==> config.mk <==
export PLATFORM = sky130hd
export DESIGN_NAME = xyolo_write_ctrl
export DESIGN_NICKNAME = d
export VERILOG_FILES = /design/src/rtl/xyolo_write_ctrl_pkg.sv /design/src/rtl/xyolo_ctrl_dly.sv /design/src/rtl/xyolo_write_ctrl.sv
export SDC_FILE = /design/constraint.sdc
export NUM_CORES = 1
export LEC_CHECK = 0
export BUFFER_PORTS_ARGS = -buffer_cell sky130_fd_sc_hd__buf_2
export CAP_MARGIN = 20
export CORE_ASPECT_RATIO = 0.9
export CORE_MARGIN = 2
export CORE_UTILIZATION = 45
export DETAILED_ROUTE_END_ITERATION = 10
export SYNTH_ARGS = -nofsm -noshare
export SYNTH_HDL_FRONTEND = slang
export SYNTH_HIERARCHICAL = 1
export SYNTH_SLANG_ARGS = --single-unit
==> constraint.sdc <==
create_clock -name clk -period 4.68 [get_ports clk]
set_input_delay 0.702 -clock clk [delete_from_list [all_inputs] [get_ports clk]]
set_output_delay 0.702 -clock clk [all_outputs]
set_load 0.005 [all_outputs]
==> src/rtl/xyolo_write_ctrl_pkg.sv <==
// Shared constants, FSM encoding and per-read tag layout for the YOLO write-stage sequencer.
package xyolo_write_ctrl_pkg;
    localparam int RD_LAT_DEF = 2;
    localparam int WR_LAT_DEF = 3;
    localparam int MP_WIN     = 4;
    localparam int MP_IDX_W   = $clog2(MP_WIN);

    typedef enum logic [1:0] {
        S_IDLE  = 2'd0,
        S_ISSUE = 2'd1,
        S_DRAIN = 2'd2
    } state_e;

    // Travels with each read so strobes line up with the pixel at the xyolo input.
    typedef struct packed {
        logic fin;   // last read of the job
        logic wr;    // this accumulation produces a write
        logic mp;    // maxpool window start
        logic res;   // last tap
        logic acc;   // first tap
    } tag_t;
endpackage

==> src/rtl/xyolo_ctrl_dly.sv <==
// DEPTH x WIDTH shift register with asynchronous clear; output is the oldest stage.
module xyolo_ctrl_dly #(
    parameter int DEPTH = 2,
    parameter int WIDTH = 1
) (
    input  logic             clk,
    input  logic             rst,
    input  logic [WIDTH-1:0] d_i,
    output logic [WIDTH-1:0] q_o
);
    logic [DEPTH-1:0][WIDTH-1:0] pipe_q;

    always_ff @(posedge clk or posedge rst) begin
        if (rst) begin
            pipe_q <= '0;
        end else begin
            pipe_q[0] <= d_i;
            for (int i = 1; i < DEPTH; i++) pipe_q[i] <= pipe_q[i-1];
        end
    end

    assign q_o = pipe_q[DEPTH-1];
endmodule

==> src/rtl/xyolo_write_ctrl.sv <==
// YOLO write-stage sequencer: streams taps*outputs vread reads, aligns xyolo load
// strobes to the read latency and issues vwrite writes per accumulation or maxpool window.
module xyolo_write_ctrl
    import xyolo_write_ctrl_pkg::*;
#(
    parameter int MEM_ADDR_W    = 11,
    parameter int VWRITE_ADDR_W = 8,
    parameter int CNT_W         = 12,
    parameter int RD_LAT        = RD_LAT_DEF,
    parameter int WR_LAT        = WR_LAT_DEF
) (
    input  logic                     clk,
    input  logic                     rst,
    input  logic                     run,
    input  logic [CNT_W-1:0]         taps,
    input  logic [CNT_W-1:0]         outputs,
    input  logic                     mp_en,
    input  logic [MEM_ADDR_W-1:0]    rd_base,
    input  logic [MEM_ADDR_W-1:0]    rd_incr,
    input  logic [MEM_ADDR_W-1:0]    rd_shift,
    input  logic [VWRITE_ADDR_W-1:0] wr_base,
    output logic                     busy,
    output logic                     done,
    output logic                     vread_enB,
    output logic [MEM_ADDR_W-1:0]    vread_addrB,
    output logic                     ld_acc,
    output logic                     ld_res,
    output logic                     ld_mp,
    output logic                     vwrite_enB,
    output logic [VWRITE_ADDR_W-1:0] vwrite_addrB
);
    state_e                   state_q;
    logic                     busy_q, done_q, rd_en_q, mp_q;
    logic [CNT_W-1:0]         taps_q, outs_q, k_q, j_q;
    logic [MEM_ADDR_W-1:0]    incr_q, shift_q, addr_q, row_q;
    logic [VWRITE_ADDR_W-1:0] wr_addr_q;

    logic last_tap, last_acc, win_end;
    tag_t tag_in, tag_out;
    logic [1:0] wp_in, wp_out;

    assign last_tap = (k_q == taps_q - CNT_W'(1));
    assign last_acc = (j_q == outs_q - CNT_W'(1));
    assign win_end  = (j_q[MP_IDX_W-1:0] == MP_IDX_W'(MP_WIN - 1));

    always_comb begin
        tag_in     = '0;
        tag_in.acc = rd_en_q & (k_q == '0);
        tag_in.res = rd_en_q & last_tap;
        tag_in.mp  = tag_in.res & mp_q & (j_q[MP_IDX_W-1:0] == '0);
        tag_in.wr  = tag_in.res & (~mp_q | win_end | last_acc);
        tag_in.fin = tag_in.res & last_acc;
    end

    xyolo_ctrl_dly #(.DEPTH(RD_LAT), .WIDTH($bits(tag_t))) u_tag_dly (
        .clk (clk),
        .rst (rst),
        .d_i (tag_in),
        .q_o (tag_out)
    );

    assign wp_in = {tag_out.fin, tag_out.wr};

    xyolo_ctrl_dly #(.DEPTH(WR_LAT), .WIDTH(2)) u_wr_dly (
        .clk (clk),
        .rst (rst),
        .d_i (wp_in),
        .q_o (wp_out)
    );

    always_ff @(posedge clk or posedge rst) begin
        if (rst) begin
            state_q   <= S_IDLE;
            busy_q    <= 1'b0;
            done_q    <= 1'b0;
            rd_en_q   <= 1'b0;
            mp_q      <= 1'b0;
            taps_q    <= '0;
            outs_q    <= '0;
            k_q       <= '0;
            j_q       <= '0;
            incr_q    <= '0;
            shift_q   <= '0;
            addr_q    <= '0;
            row_q     <= '0;
            wr_addr_q <= '0;
        end else begin
            if (wp_out[0]) wr_addr_q <= wr_addr_q + VWRITE_ADDR_W'(1);
            case (state_q)
                S_IDLE: if (run) begin
                    taps_q    <= taps;
                    outs_q    <= outputs;
                    mp_q      <= mp_en;
                    incr_q    <= rd_incr;
                    shift_q   <= rd_shift;
                    addr_q    <= rd_base;
                    row_q     <= rd_base;
                    k_q       <= '0;
                    j_q       <= '0;
                    wr_addr_q <= wr_base;
                    if (taps == '0 || outputs == '0) begin
                        done_q <= 1'b1;
                    end else begin
                        done_q  <= 1'b0;
                        busy_q  <= 1'b1;
                        rd_en_q <= 1'b1;
                        state_q <= S_ISSUE;
                    end
                end
                S_ISSUE: begin
                    if (last_tap) begin
                        k_q    <= '0;
                        j_q    <= j_q + CNT_W'(1);
                        row_q  <= row_q + shift_q;
                        addr_q <= row_q + shift_q;
                        if (last_acc) begin
                            rd_en_q <= 1'b0;
                            state_q <= S_DRAIN;
                        end
                    end else begin
                        k_q    <= k_q + CNT_W'(1);
                        addr_q <= addr_q + incr_q;
                    end
                end
                S_DRAIN: if (wp_out[1]) begin
                    busy_q  <= 1'b0;
                    done_q  <= 1'b1;
                    state_q <= S_IDLE;
                end
                default: state_q <= S_IDLE;
            endcase
        end
    end

    assign busy         = busy_q;
    assign done         = done_q;
    assign vread_enB    = rd_en_q;
    assign vread_addrB  = addr_q;
    assign ld_acc       = tag_out.acc;
    assign ld_res       = tag_out.res;
    assign ld_mp        = tag_out.mp;
    assign vwrite_enB   = wp_out[0];
    assign vwrite_addrB = wr_addr_q;
endmodule

== After elaboration in Yosys (flattened, before gate mapping) ==
Cells that the tools add are included.
Storage, ports and cells
  RAM bits: 0
  bits in latches: 0
  output and inout bits: 26
  input port bits: 69
  memories: 0
  bits in read-only memories: 0
  flip-flop bits (word level): 122
  word-level logic and storage cells: 90
Cells by class
  bitwise operators: 9
  reductions and logical operators: 15
  div/mod/pow operators: 0
  $add $sub $neg: 7
  multiplexer cells: 30
  shift-type cells: 0
  magnitude comparators: 0
  equality and inequality tests: 10
  multiply operators: 0
Operator list (number)
  12-bit one-hot mux with 2 select lines: 2
  11-bit one-hot mux with 2 select lines: 2
  12-bit zero test: 3
  12-bit 2-to-1 mux: 3
  11-bit 2-to-1 mux: 3
  12-bit by 1-bit adder with 12-bit output, second input constant: 2
  12-bit == test: 2
  8-bit 2-to-1 mux: 3
  12-bit by 1-bit subtractor with 12-bit output, second input constant: 2
  11-bit adder: 2
  2-bit 2-to-1 mux: 5
  5-bit AND reduction: 2
  8-bit by 1-bit adder with 8-bit output, second input constant: 1
  1-bit 2-to-1 mux: 8
  2-bit != test, second input constant: 4
  1-bit AND: 6
  1-bit one-hot mux with 2 select lines: 3
  2-bit one-hot mux with 3 select lines: 1
  3-bit AND reduction: 2
  2-bit == test, second input constant: 2
  2-bit zero test: 2
  2-bit AND reduction: 2
  4-bit AND reduction: 1
  2-bit nonzero test: 2
  other kinds (5): 6

== Longest topological paths before layout ==
Gate-level depths: netlist (run 1).
  word-level depth: 5
  depth in mapped cells: 11
  gate-level depth less buffers: 10

== By module ==
The synthesis (run 1) kept the hierarchy.
Modules (own cells, without submodules)
  xyolo_write_ctrl: seq. area each 2652.5 um^2, cells an instance 764, area each 6501.2 um^2, instances 1
  xyolo_ctrl_dly at u_tag_dly: seq. area each 250.2 um^2, cells an instance 16, area each 291.5 um^2, instances 1
  xyolo_ctrl_dly at u_wr_dly: seq. area each 150.1 um^2, cells an instance 9, area each 168.9 um^2, instances 1

== Worst setup path after synthesis (run 1) ==
OpenSTA, ideal clock, no wires.
  path type: reg-to-reg
  start point: register taps_q[2]
  end point: register j_q[2]
  data required time: 4.602 ns
  cell stages (with the launch flop): 9
  setup slack: 1.796 ns
  setup time: 0.078 ns
  period minus slack after synthesis: 2.884 ns
  arrival time: 2.806 ns
  path buffers: 1
  cell sequence: dfrtp_1 or3_1 or3_4 a2111oi_4 nand2_2 or4_4 buf_6 or3_1 a21oi_1
On the way
  cells in the longest elaborated chain, start to end: 4
RTL lines
  start: declaration: RTL line xyolo_write_ctrl.sv:34  | logic [CNT_W-1:0] taps_q, outs_q, k_q, j_q;
  start signal: assignment: RTL line xyolo_write_ctrl.sv:91  | taps_q <= taps;
  12-bit by 1-bit subtractor with 12-bit output: RTL line xyolo_write_ctrl.sv:42  | assign last_tap = (k_q == taps_q - CNT_W'(1));
  12-bit == test: RTL line xyolo_write_ctrl.sv:42
  2-bit != test (no source line)
  3-bit AND reduction (no source line)
  end signal: assignment: RTL line xyolo_write_ctrl.sv:113  | j_q <= j_q + CNT_W'(1);
  end: declaration: RTL line xyolo_write_ctrl.sv:34
Every way passes these cells.
A chain may end at the register's enable or synchronous reset.

== Final worst setup path (run 1) ==
  start point: register taps_q[0]
  end point: register j_q[9]
The elaborated chain is that of the path after synthesis.

==> run_results.csv, run 1 <==
group,metric,value,unit
floorplanning,die_x,135,um
global_route,antenna_found_initial,0,
clock_tree,clock_latency,430,ps
clock_tree,postCtsSetupRepairBufs,0,
logic_synthesis,ys_warn_count,6,
logic_synthesis,synth-edff-count,0,
setup_path,worst-setup-path-type,"flop to flop",
logic_synthesis,synth.cell_area,6960,um^2
layout,area_delta_synth_final,16.9,%
clock_tree,cts.reportedPaths.clkPinSlew,60,ps
global_route,track_usage,23.1,%
setup_path,setup.worst_path.end_class,"flop",
power_and_ir_drop,powerDensity,624,nW/um^2
placed_design,dpl_cell_area,7550,um^2
logic_synthesis,synth-async-reset-ratio,100,%
timing,rsz0062_at_grt,"no",
layout,fillerInstances,1450,
timing,relSlewSlack,35.2,%
clock_tree,cts.sinks,122,
timing,hold_viol_final,0,
placed_design,io_buffers,94,
routing,routedWlPerCell,16.6,um
clock_tree,clock_path_buffers,2,
floorplanning,num_rows,43,
routing,drcViolationCount,0,
layout,multi_input_area,3620,um^2
timing,setup_viol,0,
setup_path,path_cells,"inv_1, ha_1, or3b_2, o21ai_1, a21o_1, a31oi_1, or4_4, or4_1, nand2_1",
setup_path,startpoint_type,"flop",
placed_design,gp_congestion,0.901,
global_route,grt_pass1_vias,5939,
setup_path,arrival,3640,ps
power_and_ir_drop,power,0.00508,W
placed_design,dpl.hpwl,12900,um
routing,drt_first_pass_iters,4,
routing,drt-total-wl,18000,um
global_route,grt_pass1_wl,29800,um
floorplanning,core-area,15300,um^2
setup_path,slowest_stage,"or4_4",
routing,drt_iter0_markers,330,
layout,ff_latch_area,3050,um^2
layout,diodes,0,
layout,design_area,8140,um^2
clock_tree,post_cts_resized,0,
run,max_cap_violations,0,
logic_synthesis,ys_seq_area_share,43.9,%
routing,antenna_left,0,
setup_path,cp.buffers_inverters,1,
power_and_ir_drop,leakage,3.78,nW
logic_synthesis,syn_nets,887,
floorplanning,io_pins,95,
global_route,overflow,0,
timing,fin_crit_sh,70.0,%
logic_synthesis,ys_types,59,
logic_synthesis,synth.avg_cell_area,8.82,um^2
layout,final_cells,1082,
layout,drive_above_1_share,17.5,%
setup_path,max_stage_delay,780,ps
floorplanning,initial_core_util,45.6,%
clock_tree,numCtsBuffers,17,
layout,nNetsFinal,965,
routing,vias_per_cell,5.49,
setup_path,cp_top_family,"simple AND/OR/NAND/NOR gates",
hold_path,hold_path_class,"input pin to async pin",
setup_path,cp_max_fo,31,
timing,finalMaxSlewViolations,0,
timing,tightest_slew,967,ps
floorplanning,die-area,16500,um^2
outcome,status,"finished clean",
layout,final_common_cell,"nand2_1",
clock_tree,postCtsHoldBufs,0,
floorplanning,die_h,122,um
timing,period_needed,3280,ps
logic_synthesis,ys_seq_elements,122,
layout,final_cell_mix,"nand2_1, dfrtp_1, buf_2",
global_route,grt_max_degree,83,
timing,holdWs,217,ps
timing,tns,0,ps
logic_synthesis,ys.flop_type,"dfrtp_1",
power_and_ir_drop,irDropWorstVdd,0.318,mV
routing,vias,5944,
placed_design,dp.cells,1048,
setup_path,critPathRequiredTime,5040,ps
clock_tree,cts_tree,"done",
clock_tree,cts-root-buf,"clkbuf_16",
clock_tree,htreeDepth,4,
timing,finalClockSkew,9.68,ps
timing,fmax,0.305,GHz
logic_synthesis,postSynthCellCount,789,
[cell usage after synthesis, types with 3 or more instances]
master,n,share of area (%)
o21ai_0,47,3.4
and3_1,15,1.3
dfrtp_1,122,44
a21oi_1,14,1.0
or3_1,11,0.99
ha_1,27,4.9
inv_1,28,1.5
nand4_1,13,1.2
o21a_1,5,0.54
o211a_1,3,0.43
clkbuf_1,31,1.7
nand3_1,40,2.9
o31a_1,3,0.38
nor2b_1,6,0.54
o31ai_1,3,0.32
nor2_1,43,2.3
xnor2_1,40,5.0
a31oi_1,12,1.1
a22o_1,4,0.50
a211oi_1,4,0.43
o221a_2,4,0.65
nor3b_1,3,0.32
o211ai_1,6,0.65
nand2_1,172,9.3
mux2i_1,7,1.0
or4_1,9,0.97
xor2_1,19,2.4
buf_4,7,0.75
nor4b_1,4,0.50
nand2b_1,11,0.99
nor3_1,15,1.1
a21o_1,5,0.54
buf_2,3,0.22
o41ai_1,3,0.38
and2_1,3,0.27
nor4_1,17,1.5
[power breakdown]
part | switching [W] | internal [W] | total [W]
combinational | 0.00110 | 0.000997 | 0.00210
clock | 0.000524 | 0.000699 | 0.00122
sequential | 0.000377 | 0.00138 | 0.00176
[routing by layer]
layer / GRT usage, % / vias to the layer above / wire, um
met1: 30.0 / 2873 / 8350
met4: 8.98 / 0 / 406
met5: 0 / - / 0
li1: - / 2904 / -
met2: 38.6 / 138 / 8520
met3: 4.24 / 29 / 700
[final timing paths]
| check | start | slack (ps) | cells past startpoint | to |
|---|---|---|---|---|
| setup reg to reg | taps_q[0] | 1400 | 9 | j_q[9] |
| min in group clk | u_tag_dly/q_o[4] | 350 | 0 | u_wr_dly/pipe_q[1] |
| hold / removal | rst | 220 | 2 | u_wr_dly/pipe_q[3] |
| max in group asynchronous | rst | 3430 | 4 | outs_q[2] |
| setup / recovery | taps_q[0] | 1400 | 9 | j_q[9] |
| hold reg to reg | u_tag_dly/q_o[4] | 350 | 0 | u_wr_dly/pipe_q[1] |
[through the flow]
stage | util (%) | setup slack [ps]
final | 53.3 | 1400
after global routing | 53.3 | 1240
after CTS | 53.0 | 1440
after detailed placement | 49.4 | 1450
after global placement | 49.4 | 1550
after floorplan | - | 1190
[flip-flops by register name, summed over array words and instances (netlist names), 2 cells and up]
register / cells
incr_q: 11
vread_addrB: 11
j_q: 12
vwrite_addrB: 8
u_tag_dly/q_o: 5
taps_q: 12
state_q: 2
u_tag_dly/pipe_q: 5
u_wr_dly/q_o: 2
k_q: 12
row_q: 11
u_wr_dly/pipe_q: 4
outs_q: 12
shift_q: 11
[final cells by class]
cell class	count	share of cell area (%)
clock buffer	18	5.39
clock inverter	14	1.38
inverter	28	1.32
multi-input combinational	596	44.4
sequential	122	37.5
tap	202	3.10
timing repair buffer	102	6.85
[logic make-up (layout without fill, tap and decap cells)]
family                     count (synthesis)  count (layout)  share of synthesized area (%)
AOI/OAI and AO/OA                        127             127                           12.3
buffers and inverters                     71             162                           4.37
xor gates and xnor gates                  59              59                           7.42
DFF                                      122             122                           43.9
adders and majority gates                 29              29                           5.43
and+or+nand+nor                          373             373                           25.5
muxes                                      8               8                           1.17
[worst register-to-register path, stage by stage, from the launching register on]
cell and delay, ps:
dfrtp_1 430, inv_1 90, ha_1 270, or3b_2 490, o21ai_1 190, a21o_1 140, a31oi_1 180, or4_4 780
or4_1 550, nand2_1 100
Note: power is estimated with default switching activity, not from simulation.
==> run 2, diff against run 1 <==
Settings changed: PLACE_DENSITY set to 0.67.
Clock period 4.68 ns to 2.85 ns, I/O delays scaled along.
==> run_results.csv, run 2 (synthesis gave the netlist of run 1 again) <==
group,metric,value,unit
timing,hold_viol_final,0,
run,max_cap_violations,0,
global_route,busiest_layer,"met2",
timing,rsz0062_at_grt,"yes",
setup_path,startpoint,"taps_q[2]",
timing,relSlewSlack,43.5,%
timing,fin_crit_sh,100,%
floorplanning,die_h,122,um
setup_path,setup.worst_path.end_class,"flop",
power_and_ir_drop,switching_share,37.8,%
routing,vias_per_cell,5.44,
power_and_ir_drop,power_frac_clock,25.4,%
power_and_ir_drop,irDropWorstVdd,0.502,mV
layout,drive_above_1_share,22.6,%
setup_path,worstSetupPathDepth,7,
power_and_ir_drop,powerDensity,1040,nW/um^2
setup_path,endpoint,"j_q[11]",
clock_tree,cts_tree,"done",
outcome,violations,"setup timing",
global_route,antenna_found_initial,0,
global_route,grt_pass1_vias,5763,
setup_path,cp_max_fo,8,
layout,final_common_cell,"nand2_1",
floorplanning,die_x,135,um
setup_path,r2r_start,"taps_q[2]",
routing,drt_first_pass_iters,5,
outcome,status,"complete, but fails checks",
setup_path,startpoint_type,"flop",
setup_path,rr_worst_depth,7,
setup_path,slowest_stage,"or4_4",
placed_design,dp.cells,1075,
placed_design,dpl.hpwl,12300,um
layout,final_cell_mix,"nand2_1, dfrtp_1, buf_2",
setup_path,cp_top_family,"simple AND/OR/NAND/NOR gates",
timing,fmax,0.350,GHz
floorplanning,core-area,15300,um^2
power_and_ir_drop,leakage,4.00,nW
global_route,grt_max_degree,55,
timing,tns,-8.49,ps
timing,period_needed,2860,ps
global_route,overflow,0,
setup_path,cp.buffers_inverters,0,
setup_path,path_cells,"or3_4, or3_4, a2111oi_4, nand2_2, or4_4, or4_1, o21ai_1",
global_route,track_usage,22.8,%
layout,area_delta_synth_final,24.5,%
layout,final_cells,1113,
timing,finalMaxSlewViolations,0,
clock_tree,htreeDepth,4,
clock_tree,clock_path_buffers,2,
global_route,grt_pass1_wl,29200,um
setup_path,ff2ff_setup_slack,-8,ps
power_and_ir_drop,comb_power_share,42.9,%
clock_tree,numCtsBuffers,17,
routing,vias,6056,
layout,nNetsFinal,996,
floorplanning,initial_core_util,45.6,%
routing,drcViolationCount,0,
clock_tree,cts.sinks,122,
hold_path,hold_path_class,"input pin to flop",
setup_path,critPathRequiredTime,3200,ps
layout,diodes,0,
placed_design,io_buffers,94,
global_route,use_met3,4.70,%
placed_design,gp_congestion,0.817,
floorplanning,num_rows,43,
global_route,grtUsageMet1,31.2,%
setup_path,arrival,3210,ps
setup_path,r2r-end,"j_q[11]",
clock_tree,cts.reportedPaths.clkPinSlew,60,ps
clock_tree,cts-root-buf,"clkbuf_16",
routing,antenna_left,0,
timing,setup_viol,1,
routing,drt-total-wl,17900,um
power_and_ir_drop,p_sw,0.00340,W
power_and_ir_drop,p_seq_share,31.7,%
power_and_ir_drop,internal-power,0.00559,W
floorplanning,die-area,16500,um^2
layout,fillerInstances,1367,
timing,finalClockSkew,10.9,ps
timing,setup_ws,-8.49,ps
global_route,use_met2,36.2,%
timing,tightest_slew,846,ps
floorplanning,io_pins,95,
setup_path,worst-setup-path-type,"flop to flop",
routing,drt_iter0_markers,365,
setup_path,crit_top_cell,"or3_4",
routing,routedWlPerCell,16.1,um
clock_tree,clock_latency,430,ps
setup_path,max_stage_delay,510,ps
==> run 2: how the worst min path moves through the flow <==
| stage | from | to | slack, ps | depth (start not counted) |
|---|---|---|---|---|
| 3_5_place_dp | u_tag_dly/q_o[4] | u_wr_dly/pipe_q[1] | 330 | 0 |
| 3_3_place_gp | u_tag_dly/q_o[4] | u_wr_dly/pipe_q[1] | 330 | 0 |
| 5_1_grt | rd_shift[9] | shift_q[9] | 190 | 3 |
| 6_report | rd_shift[5] | shift_q[5] | 190 | 3 |
| 2_1_floorplan | rst | u_wr_dly/pipe_q[0] | 220 | 1 |
| 4_1_cts | rd_shift[5] | shift_q[5] | 180 | 3 |
==> run 2: metrics by stage <==
stage	setup WS, ps	area (um^2)	hold slack [ps]	utilization [%]	total power [W]
floorplan	20.0	6970	218	-	0.00538
global placement	-51.9	7800	331	51.1	0.00638
detailed placement	-72.8	7800	335	51.1	0.00646
CTS	-10.8	8520	184	55.8	0.00889
global route	-73.0	8670	195	56.7	0.00963
finish	-8.49	8670	187	56.7	0.00899
==> run 2: power groups by stage <==
stage          Clock [W]  Combinational (W)  Sequential, W
2_1_floorplan          0            0.00270        0.00269
3_3_place_gp           0            0.00354        0.00285
3_5_place_dp           0            0.00361        0.00285
4_1_cts          0.00231            0.00374        0.00284
5_1_grt          0.00240            0.00431        0.00292
6_report         0.00228            0.00385        0.00285
==> run 2: final cells by class <==
| class | instances | area (um^2) | area share (%) |
|---|---|---|---|
| clock buffers | 17 | 425 | 4.91 |
| clock inverters | 15 | 200 | 2.31 |
| inverters | 28 | 109 | 1.26 |
| multi-input cells | 597 | 3780 | 43.6 |
| flip-flops and latches | 122 | 3050 | 35.2 |
| well taps | 202 | 253 | 2.92 |
| repair buffers | 132 | 845 | 9.74 |
==> run 2: repair_timing <==
| item | 4_1_cts | 5_1_grt |
|---|---|---|
| endpoints found under the hold margin | 6 | 0 |
| hold buffers | 1 | 0 |
| gates cloned | 1 | 1 |
| resized for setup | 8 | 29 |
| pin swaps | 1 | 7 |
| endpoints found under the setup margin | 15 | 44 |
| setup buffers | 3 | 0 |
==> run 2: worst min-delay path, cell delays in order <==
cell and delay (ps):
buf_2 70, nand2_1 40, nand2_1 40
==> run 2: per-layer routing <==
layer  up-vias  wire [um]
li1       2977          -
met1      2847       8360
met2       196       8150
met3        36       1020
met4         0        368
met5         -          0
==> run 3, diff against run 2 <==
Settings changed: CORE_UTILIZATION 45 to 43, PLACE_DENSITY 0.67 to 0.63.
==> run_results.csv, run 3 (synthesis gave the netlist of run 1 again) <==
group,metric,value,unit
outcome,status,"complete, but fails checks",
outcome,violations,"setup timing",
setup_path,setup.worst_path.end_class,"flop",
setup_path,slowest_stage,"nor4_2",
power_and_ir_drop,internal-power,0.00548,W
power_and_ir_drop,irDropWorstVdd,0.455,mV
placed_design,gp_congestion,0.818,
placed_design,dpl_cell_area,7850,um^2
clock_tree,cts_tree,"done",
timing,finalMaxSlewViolations,0,
hold_path,whs_path_depth,3,
setup_path,cp.buffers_inverters,1,
global_route,overflow,0,
timing,relSlewSlack,42.3,%
setup_path,r2r-end,"k_q[2]",
global_route,track_usage,21.7,%
power_and_ir_drop,leakage,4.00,nW
run,max_cap_violations,0,
routing,routedWlPerCell,16.3,um
timing,tns,-89.9,ps
timing,setup_viol,6,
floorplanning,core-area,16000,um^2
routing,drt_iter0_markers,352,
clock_tree,htreeDepth,4,
setup_path,r2r_start,"taps_q[2]",
layout,final_cells,1127,
layout,final_cell_mix,"nand2_1, dfrtp_1, buf_2",
floorplanning,die_x,138,um
timing,tightest_slew,864,ps
timing,fmax,0.348,GHz
clock_tree,clock_latency,430,ps
global_route,antenna_found_initial,0,
power_and_ir_drop,power_frac_clock,23.8,%
setup_path,startpoint_type,"flop",
layout,diodes,0,
placed_design,io_buffers,94,
timing,setup_ws,-24.1,ps
timing,hold_viol_final,0,
clock_tree,cts-root-buf,"clkbuf_16",
floorplanning,die_h,125,um
timing,period_needed,2870,ps
floorplanning,num_rows,44,
timing,fin_crit_sh,101,%
hold_path,hold_path_class,"input pin to flop",
setup_path,cp_top_family,"simple AND/OR/NAND/NOR gates",
setup_path,critPathRequiredTime,3160,ps
setup_path,path_cells,"or3_4, or3_4, a2111oi_4, nand2_2, nor4_2, buf_12, nor2_1, a22o_1",
clock_tree,cts.sinks,122,
placed_design,dp.cells,1086,
floorplanning,die-area,17200,um^2
floorplanning,io_pins,95,
layout,drive_above_1_share,22.8,%
power_and_ir_drop,p_seq_share,32.1,%
setup_path,worst-setup-path-type,"flop to flop",
global_route,grt_pass1_vias,5988,
hold_path,hp-start,"rd_shift[2]",
global_route,grt_pass1_wl,30300,um
placed_design,dpl.hpwl,12600,um
global_route,grt_max_degree,56,
routing,vias,6157,
clock_tree,clock_path_buffers,2,
setup_path,crit_top_cell,"or3_4",
timing,holdWs,191,ps
timing,finalClockSkew,9.05,ps
setup_path,ff2ff_setup_slack,-20,ps
routing,drt-total-wl,18300,um
clock_tree,cts.reportedPaths.clkPinSlew,60,ps
layout,nNetsFinal,1005,
routing,vias_per_cell,5.46,
power_and_ir_drop,switching_share,37.9,%
layout,design_area,8630,um^2
setup_path,worstSetupPathDepth,8,
layout,area_delta_synth_final,24.0,%
power_and_ir_drop,p_sw,0.00335,W
hold_path,whs_endpoint,"shift_q[2]",
routing,drt_first_pass_iters,6,
timing,rsz0062_at_grt,"yes",
routing,antenna_left,0,
clock_tree,numCtsBuffers,17,
power_and_ir_drop,comb_power_share,44.1,%
placed_design,place_ws,-87.2,ps
layout,final_common_cell,"nand2_1",
setup_path,cp_max_fo,21,
routing,drcViolationCount,0,
setup_path,max_stage_delay,450,ps
setup_path,rr_worst_depth,8,
setup_path,arrival,3180,ps
floorplanning,initial_core_util,43.6,%
power_and_ir_drop,powerDensity,1020,nW/um^2
-- run 3: per-stage QoR --
stage	util, %	power (W)
2_1_floorplan	-	0.00538
3_3_place_gp	49.2	0.00641
3_5_place_dp	49.2	0.00645
4_1_cts	53.5	0.00877
5_1_grt	54.1	0.00947
6_report	54.1	0.00883
-- run 3: how the worst max path moves through the flow --
stage	from	end	slack (ps)
final	taps_q[2]	k_q[2]	-20
after global routing	taps_q[0]	j_q[9]	-140
after floorplan	taps_q[2]	j_q[2]	20
after CTS	taps_q[2]	k_q[2]	0.3
after global placement	taps_q[2]	j_q[11]	-60
after detailed placement	taps_q[2]	j_q[9]	-90
-- run 3: worst min-delay path, stage by stage --
cell     delay, ps
buf_2           70
nand2_1         40
nand2_1         40
-- run 3: repair_timing --
action	4_1_cts	5_1_grt
endpoints found under the setup margin	23	44
gates resized for setup	12	20
buffers inserted	4	3
hold endpoints to repair	6	0
hold buffers	1	0
cloned	1	0
pin swaps	8	9
-- run 3: area by class of cell --
type	instances	area [um^2]
Clock buffer	21	450
Fill cell	1474	7330
Multi-Input combinational cell	597	3750
Clock inverter	11	123
Timing Repair Buffer	141	887
Inverter	28	109
Tap cell	207	259
Sequential cell	122	3050
-- run 3: power by group through the flow --
stage	Combinational, W	Sequential (W)	Clock (W)
finish	0.00389	0.00283	0.00210
detailed placement	0.00361	0.00284	0
global placement	0.00357	0.00284	0
CTS	0.00381	0.00283	0.00214
global route	0.00435	0.00291	0.00221
floorplan	0.00270	0.00269	0
-- run 3: per-layer routing --
metal | vias up | global-route usage, % | part of all wire (%) | routed length, um
met5 | - | 0 | 0 | 0
met4 | 0 | 8.10 | 1.9 | 357
met3 | 28 | 4.73 | 5.0 | 910
met2 | 183 | 33.3 | 45 | 8240
met1 | 2950 | 30.1 | 48 | 8830
li1 | 2996 | - | - | -
